--- src/rtl/aes_seq_pkg.sv ---
// Shared types and widths for the AES block sequencer and its ciphertext collector.
package aes_seq_pkg;

   localparam int BLK_W  = 128;
   localparam int BYTE_W = 8;
   localparam int NBYTES = 16;

   typedef enum logic [2:0] {
      IDLE,
      CRST,
      LOAD,
      RUN,
      CAP,
      HOLD,
      ERR
   } seq_state_t;

endpackage

--- src/rtl/aes_byte_collector.sv ---
// Left-shifting ciphertext capture register: each accepted byte enters at the LSB end,
// so the first captured byte ends up in the top byte once all 16 have arrived.
module aes_byte_collector
   import aes_seq_pkg::*;
(
   input  logic                clk,
   input  logic                rst,
   input  logic                clr,
   input  logic                shift_en,
   input  logic [BYTE_W-1:0]   din,
   output logic [BLK_W-1:0]    data,
   output logic [3:0]          cnt,
   output logic                full
);

   // full latches once the 16th byte lands and stays set until the next clear
   always_ff @(posedge clk or posedge rst) begin
      if (rst) begin
         data <= '0;
         cnt  <= '0;
         full <= 1'b0;
      end else if (clr) begin
         data <= '0;
         cnt  <= '0;
         full <= 1'b0;
      end else if (shift_en) begin
         data <= {data[BLK_W-BYTE_W-1:0], din};
         cnt  <= cnt + 4'd1;
         full <= (cnt == 4'(NBYTES - 1));
      end
   end

endmodule

--- src/rtl/aes_block_sequencer.sv ---
// Sequences one AES-128 block through the byte-serial core: core reset, 16-byte load,
// run with watchdog, 16-byte capture, then hold the result for the downstream consumer.
module aes_block_sequencer
   import aes_seq_pkg::*;
#(
   parameter int CORE_RST_CYC = 2,
   parameter int TIMEOUT_CYC  = 512
) (
   input  logic                clk,
   input  logic                rst,
   input  logic                in_valid,
   output logic                in_ready,
   input  logic [BLK_W-1:0]    in_key,
   input  logic [BLK_W-1:0]    in_pt,
   output logic                out_valid,
   input  logic                out_ready,
   output logic [BLK_W-1:0]    out_data,
   output logic                err,
   input  logic                clr_err,
   output logic                busy,
   output logic [15:0]         blk_cnt,
   output logic                core_rst,
   output logic [BYTE_W-1:0]   core_key,
   output logic [BYTE_W-1:0]   core_din,
   input  logic [BYTE_W-1:0]   core_dout,
   input  logic                core_dvld
);

   localparam logic [3:0]  CRST_LAST = 4'(CORE_RST_CYC - 1);
   localparam logic [3:0]  BYTE_LAST = 4'(NBYTES - 1);
   localparam logic [15:0] WDOG_LAST = 16'(TIMEOUT_CYC - 1);

   seq_state_t        state;
   seq_state_t        next_state;
   logic [BLK_W-1:0]  key_sr;
   logic [BLK_W-1:0]  pt_sr;
   logic [3:0]        crst_cnt;
   logic [3:0]        load_cnt;
   logic [15:0]       wdog;
   logic              col_clr;
   logic              col_shift;
   logic [3:0]        col_cnt;
   logic              col_full;

   always_ff @(posedge clk or posedge rst) begin
      if (rst) state <= IDLE;
      else     state <= next_state;
   end

   // Per-state counters and the input shift registers; the watchdog is zeroed while loading
   // so it always starts from 0 on entry to RUN.
   always_ff @(posedge clk or posedge rst) begin
      if (rst) begin
         key_sr   <= '0;
         pt_sr    <= '0;
         crst_cnt <= '0;
         load_cnt <= '0;
         wdog     <= '0;
         blk_cnt  <= '0;
      end else begin
         case (state)
            IDLE: begin
               crst_cnt <= '0;
               if (in_valid) begin
                  key_sr <= in_key;
                  pt_sr  <= in_pt;
               end
            end
            CRST: begin
               crst_cnt <= crst_cnt + 4'd1;
               load_cnt <= '0;
            end
            LOAD: begin
               key_sr   <= {key_sr[BLK_W-BYTE_W-1:0], {BYTE_W{1'b0}}};
               pt_sr    <= {pt_sr[BLK_W-BYTE_W-1:0], {BYTE_W{1'b0}}};
               load_cnt <= load_cnt + 4'd1;
               wdog     <= '0;
            end
            RUN: wdog <= wdog + 16'd1;
            CAP: begin
               if (core_dvld && col_cnt == BYTE_LAST) blk_cnt <= blk_cnt + 16'd1;
            end
            default: ;
         endcase
      end
   end

   // in_ready is masked by rst so the bus never sees a ready while the block is held in reset.
   always_comb begin
      next_state = state;
      in_ready   = 1'b0;
      core_rst   = 1'b1;
      col_clr    = 1'b0;
      col_shift  = 1'b0;
      busy       = 1'b1;
      err        = 1'b0;
      out_valid  = 1'b0;
      core_key   = '0;
      core_din   = '0;
      case (state)
         IDLE: begin
            busy     = 1'b0;
            in_ready = !rst;
            if (in_valid && !rst) begin
               col_clr    = 1'b1;
               next_state = CRST;
            end
         end
         CRST: begin
            if (crst_cnt == CRST_LAST) next_state = LOAD;
         end
         LOAD: begin
            core_rst = 1'b0;
            core_key = key_sr[BLK_W-1 -: BYTE_W];
            core_din = pt_sr[BLK_W-1 -: BYTE_W];
            if (load_cnt == BYTE_LAST) next_state = RUN;
         end
         RUN: begin
            core_rst = 1'b0;
            if (core_dvld) begin
               col_shift  = 1'b1;
               next_state = CAP;
            end else if (wdog == WDOG_LAST) begin
               next_state = ERR;
            end
         end
         CAP: begin
            core_rst = 1'b0;
            if (core_dvld) begin
               col_shift = 1'b1;
               if (col_cnt == BYTE_LAST) next_state = HOLD;
            end else begin
               next_state = ERR;
            end
         end
         HOLD: begin
            out_valid = col_full;
            if (out_ready) next_state = IDLE;
         end
         ERR: begin
            busy = 1'b0;
            err  = 1'b1;
            if (clr_err) next_state = IDLE;
         end
         default: next_state = IDLE;
      endcase
   end

   aes_byte_collector u_collector (
      .clk      (clk),
      .rst      (rst),
      .clr      (col_clr),
      .shift_en (col_shift),
      .din      (core_dout),
      .data     (out_data),
      .cnt      (col_cnt),
      .full     (col_full)
   );

endmodule

--- config.mk ---
export PLATFORM = sky130hd
export DESIGN_NAME = aes_block_sequencer
export DESIGN_NICKNAME = d
export VERILOG_FILES = /design/src/rtl/aes_seq_pkg.sv /design/src/rtl/aes_byte_collector.sv /design/src/rtl/aes_block_sequencer.sv
export SDC_FILE = /design/constraint.sdc
export NUM_CORES = 1
export LEC_CHECK = 0
export ABC_AREA = 0
export CAP_MARGIN = 5
export CORE_AREA = 2 2 212 214
export CTS_BUF_LIST = sky130_fd_sc_hd__clkbuf_2 sky130_fd_sc_hd__clkbuf_4 sky130_fd_sc_hd__clkbuf_8
export DETAILED_ROUTE_END_ITERATION = 6
export DIE_AREA = 0 0 214 216
export HOLD_SLACK_MARGIN = 0.06
export PLACE_DENSITY = 0.69
export REMOVE_ABC_BUFFERS = 1
export SLEW_MARGIN = 20
export SYNTH_ARGS = -nofsm -noshare
export SYNTH_HDL_FRONTEND = slang
export SYNTH_SLANG_ARGS = --single-unit
--- constraint.sdc ---
create_clock -name clk -period 13.2 [get_ports clk]
set_input_delay 1.98 -clock clk [delete_from_list [all_inputs] [get_ports clk]]
set_output_delay 1.98 -clock clk [all_outputs]
set_load 0.05 [all_outputs]
# After elaboration in Yosys (flattened, before gate mapping)
# Cells that the tools add are included.
dict set report totals {
  ram_bits 0
  ff_bits 432
  mem_count 0
  inputBits 270
  out_inout_bits 165
  latch_bits 0
  wordCells 82
  mem_bits_ro 0
}
dict set report op_classes {
  order_cmp 0
  n_shift 0
  reduce_logical 15
  mul 0
  n_div 0
  mux 34
  addsub 5
  bitwise 0
  n_eq_ne 18
}
# op n
set ops {}
lappend ops {{2-to-1 mux 128 bit} 4}
lappend ops {{one-hot mux 128 bit (2 select lines)} 2}
lappend ops {{adder 16 x 1 -> 16 bit, second input constant} 2}
lappend ops {{one-hot mux 16 bit (2 select lines)} 1}
lappend ops {{2-to-1 mux 3 bit} 9}
lappend ops {{one-hot mux 3 bit (7 select lines)} 1}
lappend ops {{equality test 16 x 9 -> 1 bit, second input constant} 1}
lappend ops {{2-to-1 mux 8 bit} 2}
lappend ops {{one-hot mux 4 bit (2 select lines)} 2}
lappend ops {{adder 4 x 1 -> 4 bit, second input constant} 3}
lappend ops {{!= test 2 bit, second input constant} 6}
lappend ops {{2-to-1 mux 1 bit} 11}
lappend ops {{nonzero test 2 bit} 5}
lappend ops {{equality test 3 bit, second input constant} 3}
lappend ops {{equality test 4 bit, second input constant} 2}
lappend ops {{2-to-1 mux 4 bit} 2}
lappend ops {{AND reduction 7 bit} 1}
lappend ops {{equality test 3 x 2 -> 1 bit, second input constant} 2}
lappend ops {{!= test 3 bit, second input constant} 2}
lappend ops {{equality test 4 x 1 -> 1 bit, second input constant} 1}
lappend ops {{AND reduction 2 bit} 2}
lappend ops {{OR reduction 2 bit} 2}
lappend ops {{equality test 3 x 1 -> 1 bit, second input constant} 1}
lappend ops {{logical NOT 3 bit} 1}
lappend ops {{3 further kinds} 4}

# Depth between registers and ports, before layout
dict set report depth {
  word_depth 5
  depth_mapped 8
  depth_no_buf 6
}

# By module
# From an unflattened synthesis, not the netlist that was laid out.
dict set report hier_totals {
  cells_unflattened 2073
  hier_area_um2 19150.9
}
# module seq_area_each_um2 area_each_um2 cells_each n_inst
set by_module_without_submodules {}
lappend by_module_without_submodules {aes_block_sequencer 7482.2 13748.2 1638 1}
lappend by_module_without_submodules {aes_byte_collector 3328.2 5402.7 435 1}

# Worst setup path after synthesis
# OpenSTA, ideal clock, no wires.
dict set report synth_path {
  kind {input -> register}
  startpoint {in rst}
  endpoint {reg state[1]}
  setup_time_ps 131
  arrival_time_ps 12646
  path_stages 5
  slack_ps 423
  n_path_buf 0
  required_time_ps 13069
  cell_sequence {inv_1 -> a21boi_0 -> nor3_1 -> nor4b_1 -> a21oi_1}
}
dict set report synth_between {
  elab_chain_cells 4
}
# element line_no
set synth_rtl {}
lappend synth_rtl {{start, declared} aes_block_sequencer.sv:10} ;# input logic rst,
lappend synth_rtl {{logical NOT 1 bit (no source line)} -}
lappend synth_rtl {{logical AND 1 bit} aes_block_sequencer.sv:104} ;# if (in_valid && !rst) begin
lappend synth_rtl {{!= test 2 bit (no source line)} -}
lappend synth_rtl {{AND reduction 7 bit (no source line)} -}
lappend synth_rtl {{end signal, assigned} aes_block_sequencer.sv:47} ;# else state <= next_state;
lappend synth_rtl {{end, declared} aes_block_sequencer.sv:33} ;# seq_state_t state;
# No other way between the ends.
# A chain may end at the register's enable or synchronous reset.

# Worst setup path after layout
dict set report layout_path {
  startpoint {in rst}
  endpoint {out in_ready}
}
dict set report layout_between {
  elab_chain_cells 2
}
# element line_no
set layout_rtl {}
lappend layout_rtl {{logical NOT 1 bit (no source line)} -}
lappend layout_rtl {{2-to-1 mux 1 bit} aes_block_sequencer.sv:100} ;# case (state)
lappend layout_rtl {{end, declared} aes_block_sequencer.sv:12} ;# output logic in_ready,
# No other way between the ends.

==> impl_metrics.ini <==
[worst_hold_path]
hp-start = blk_cnt[15]
min_path_type = reg2reg
hold_end = blk_cnt[15]
holdPathStages = 1

[critical_path]
crit_type = in2out
regToRegSetupSlack_ps = 8990
endpoint_kind = output port
required_ps = 11220
cp_max_fo = 3
ff2ff_path_depth = 7
arrival_ps = 3610
r2r-end = key_sr[87]
rr_startpoint = state[0]
startpoint_type = input pin

[route]
drc_errors = 0
vias_per_cell = 5.26
wl_per_cell_um = 18.1
antenna_left = 0
drtIter0Drc = 1171
dr.pass1.iters = 5
routed_wl_um = 49300
vias = 14388

[synthesis]
yosysSeqAreaShare_pct = 62.4
syn_area_per_cell_um2 = 10.3
ys_types = 42
ys_warn_count = 0
synthCells = 1680
synth_seq_cells = 432
netlist_area_um2 = 17300

[clock_network]
cts_buffers = 74
cts_tree = done
postCtsSetupBuffers = 0
hold_buffers = 0
cts_resized = 0
cts_buffer_depth = 3
insertion_delay_ps = 620
cts_sinks = 432
clk_pin_slew_ps = 60
cts-root-buf = clkbuf_8
htree_levels = 3

[floorplanning]
die_w_um = 214
num_rows = 77
dieHeight_um = 216
ios = 435
start_util_pct = 39.5
coreArea_um2 = 43800
dieArea_um2 = 46200

[power_and_ir_drop]
p_int_mw = 3.34
combPwrFrac_pct = 40.0
ir_drop_v = 0.000173
power_density_nw_per_um2 = 241
power.share.clock_pct = 21.7
sw_frac_of_total_pct = 41.2
switchingPower_mw = 2.34
power.share.sequential_pct = 38.3
power_leakage_nw = 9.98

[timing]
setup_viol = 0
fin_setup_tns_ps = 0
slew_violations = 0
skew_ps = 23.1
hold_violations = 0
min_period_ps = 5590
rsz0062_at_grt = false
fmax_mhz = 179
fin_crit_sh_pct = 42.4
fin_ws_ps = 7610
slew_headroom_pct = 31.3
whs_ps = 471
worst_pin_slew_ps = 1030

[placed_design]
port_buffers = 434
pre_cts_slack_ps = 7620
place.detailed.hpwl_um = 31700
gp_congestion = 0.845

[global_route]
grt_pass1_wl_um = 78000
grtUsageTotal_pct = 20.9
grt_pass1_vias = 14112
grt_max_degree = 178
grt_overflow_total = 0
antenna_found_initial = 12

[layout]
finish.net_count = 2354
fillers = 3841
areaGrowthSynthToFinish_pct = 36.1
post-route-util_pct = 53.8
drive_gt1_share_pct = 7.23

[flow_run]
cap_violations = 0

[run_status]
outcome = completed
-- worst max-delay path by stage --
| stage | start | to | slack, ps |
|---|---|---|---|
| 2_1_floorplan | rst | blk_cnt[0] | -830 |
| 3_3_place_gp | rst | in_ready | 7610 |
| 3_5_place_dp | rst | in_ready | 7620 |
| 4_1_cts | rst | in_ready | 7600 |
| 5_1_grt | rst | in_ready | 7540 |
| 6_report | rst | in_ready | 7610 |
-- synthesized netlist by cell type, drive strengths merged --
library cell / number / share of area [%]
nor2: 510 / 11
dfrtp: 432 / 62
o22ai: 240 / 8.7
a22o: 129 / 6.5
clkbuf: 66 / 1.4
nand2: 65 / 1.4
buf: 61 / 1.8
nand3: 30 / 0.87
and3: 21 / 0.76
o21ai: 19 / 0.55
xnor2: 15 / 0.76
xor2: 12 / 0.61
a21oi: 10 / 0.29
nand4: 9 / 0.32
nor3: 9 / 0.39
inv: 7 / 0.15
ha: 6 / 0.43
nor3b: 4 / 0.17
or3: 4 / 0.14
a31oi: 3 / 0.11
and4: 3 / 0.15
o31ai: 3 / 0.13
a41oi: 2 / 0.10
and2: 2 / 0.072
nor4: 2 / 0.072
nor4b: 2 / 0.10
o21a: 2 / 0.087
or3b: 2 / 0.10
a21boi: 1 / 0.043
a22oi: 1 / 0.043
and2b: 1 / 0.043
and3b: 1 / 0.051
clkinv: 1 / 0.022
mux2: 1 / 0.065
nand2b: 1 / 0.036
o2bb2ai: 1 / 0.051
or2: 1 / 0.036
or4: 1 / 0.043
-- through the flow --
| stage | power, mW | instance area, um^2 | instances |
|---|---|---|---|
| floorplan | 3.76 | 16800 | 1553 |
| global placement | 4.40 | 22000 | 2593 |
| detailed placement | 4.47 | 22000 | 2593 |
| CTS | 5.73 | 23500 | 2721 |
| global route | 6.05 | 23600 | 2733 |
| finish | 5.68 | 23600 | 2733 |
-- flip-flops by register name, indices dropped and copies added (netlist names) --
| name | flops |
|---|---|
| crst_cnt | 4 |
| u_collector.cnt | 4 |
| pt_sr | 128 |
| state | 3 |
| u_collector.data | 128 |
| key_sr | 128 |
| load_cnt | 4 |
| wdog | 16 |
| u_collector.full | 1 |
| blk_cnt | 16 |
-- layout make-up --
class,count,area [um^2],share of cell area (%)
timing repair buffer,449,4490,19.0
clock buffer,117,1440,6.08
clock inverter,11,75.1,0.318
antenna,11,27.5,0.117
inverter,8,37.5,0.159
multi-input combinational,1113,5970,25.3
tap,592,741,3.14
sequential,432,10800,45.8
-- power groups by stage --
stage               Clock, mW  Sequential, mW  Combinational, mW
floorplan                   0            2.51               1.25
global placement            0            2.17               2.23
detailed placement          0            2.19               2.27
CTS                      1.28            2.17               2.28
global route             1.33            2.24               2.48
finish                   1.23            2.18               2.27
-- routing by layer --
metal / global-route usage [%] / wire length [um] / vias up
met3: 5.26 / 3130 / 92
met4: 9.81 / 1330 / 2
li1: - / - / 6757
met1: 26.9 / 20900 / 7083
met2: 33.1 / 24000 / 454
met5: 0 / 13 / -
-- cells by family after synthesis --
group           synth area share (%)
simple gates                    15.8
flops                           62.4
compound gates                  16.6
buf+inv                         3.36
xor+xnor                        1.36
fa+ha+maj                      0.433
mux                           0.0650
-- worst max-delay path, cell delays in order --
cell and delay [ps]:
clkdlybuf4s50_1 540, nor4_1 230, clkdlybuf4s50_1 860
-- cells in the final DEF, fill, tap and decap left out, types with 3 or more instances in the layout --
cell             instances
nor2_1                 509
clkdlybuf4s50_1        434
dfrtp_1                432
o22ai_1                240
a22o_1                 129
clkbuf_8                89
nand2_1                 63
nand3_1                 30
clkbuf_4                28
and3_1                  21
o21ai_0                 19
xnor2_1                 15
buf_4                   13
xor2_1                  12
diode_2                 11
a21oi_1                 10
nand4_1                  9
nor3_1                   7
inv_1                    6
ha_1                     6
clkinvlp_4               5
nor3b_1                  4
or3_1                    4
clkinv_2                 4
o31ai_1                  3
and4_1                   3
a31oi_1                  3
(Power assumes the default switching activity.)
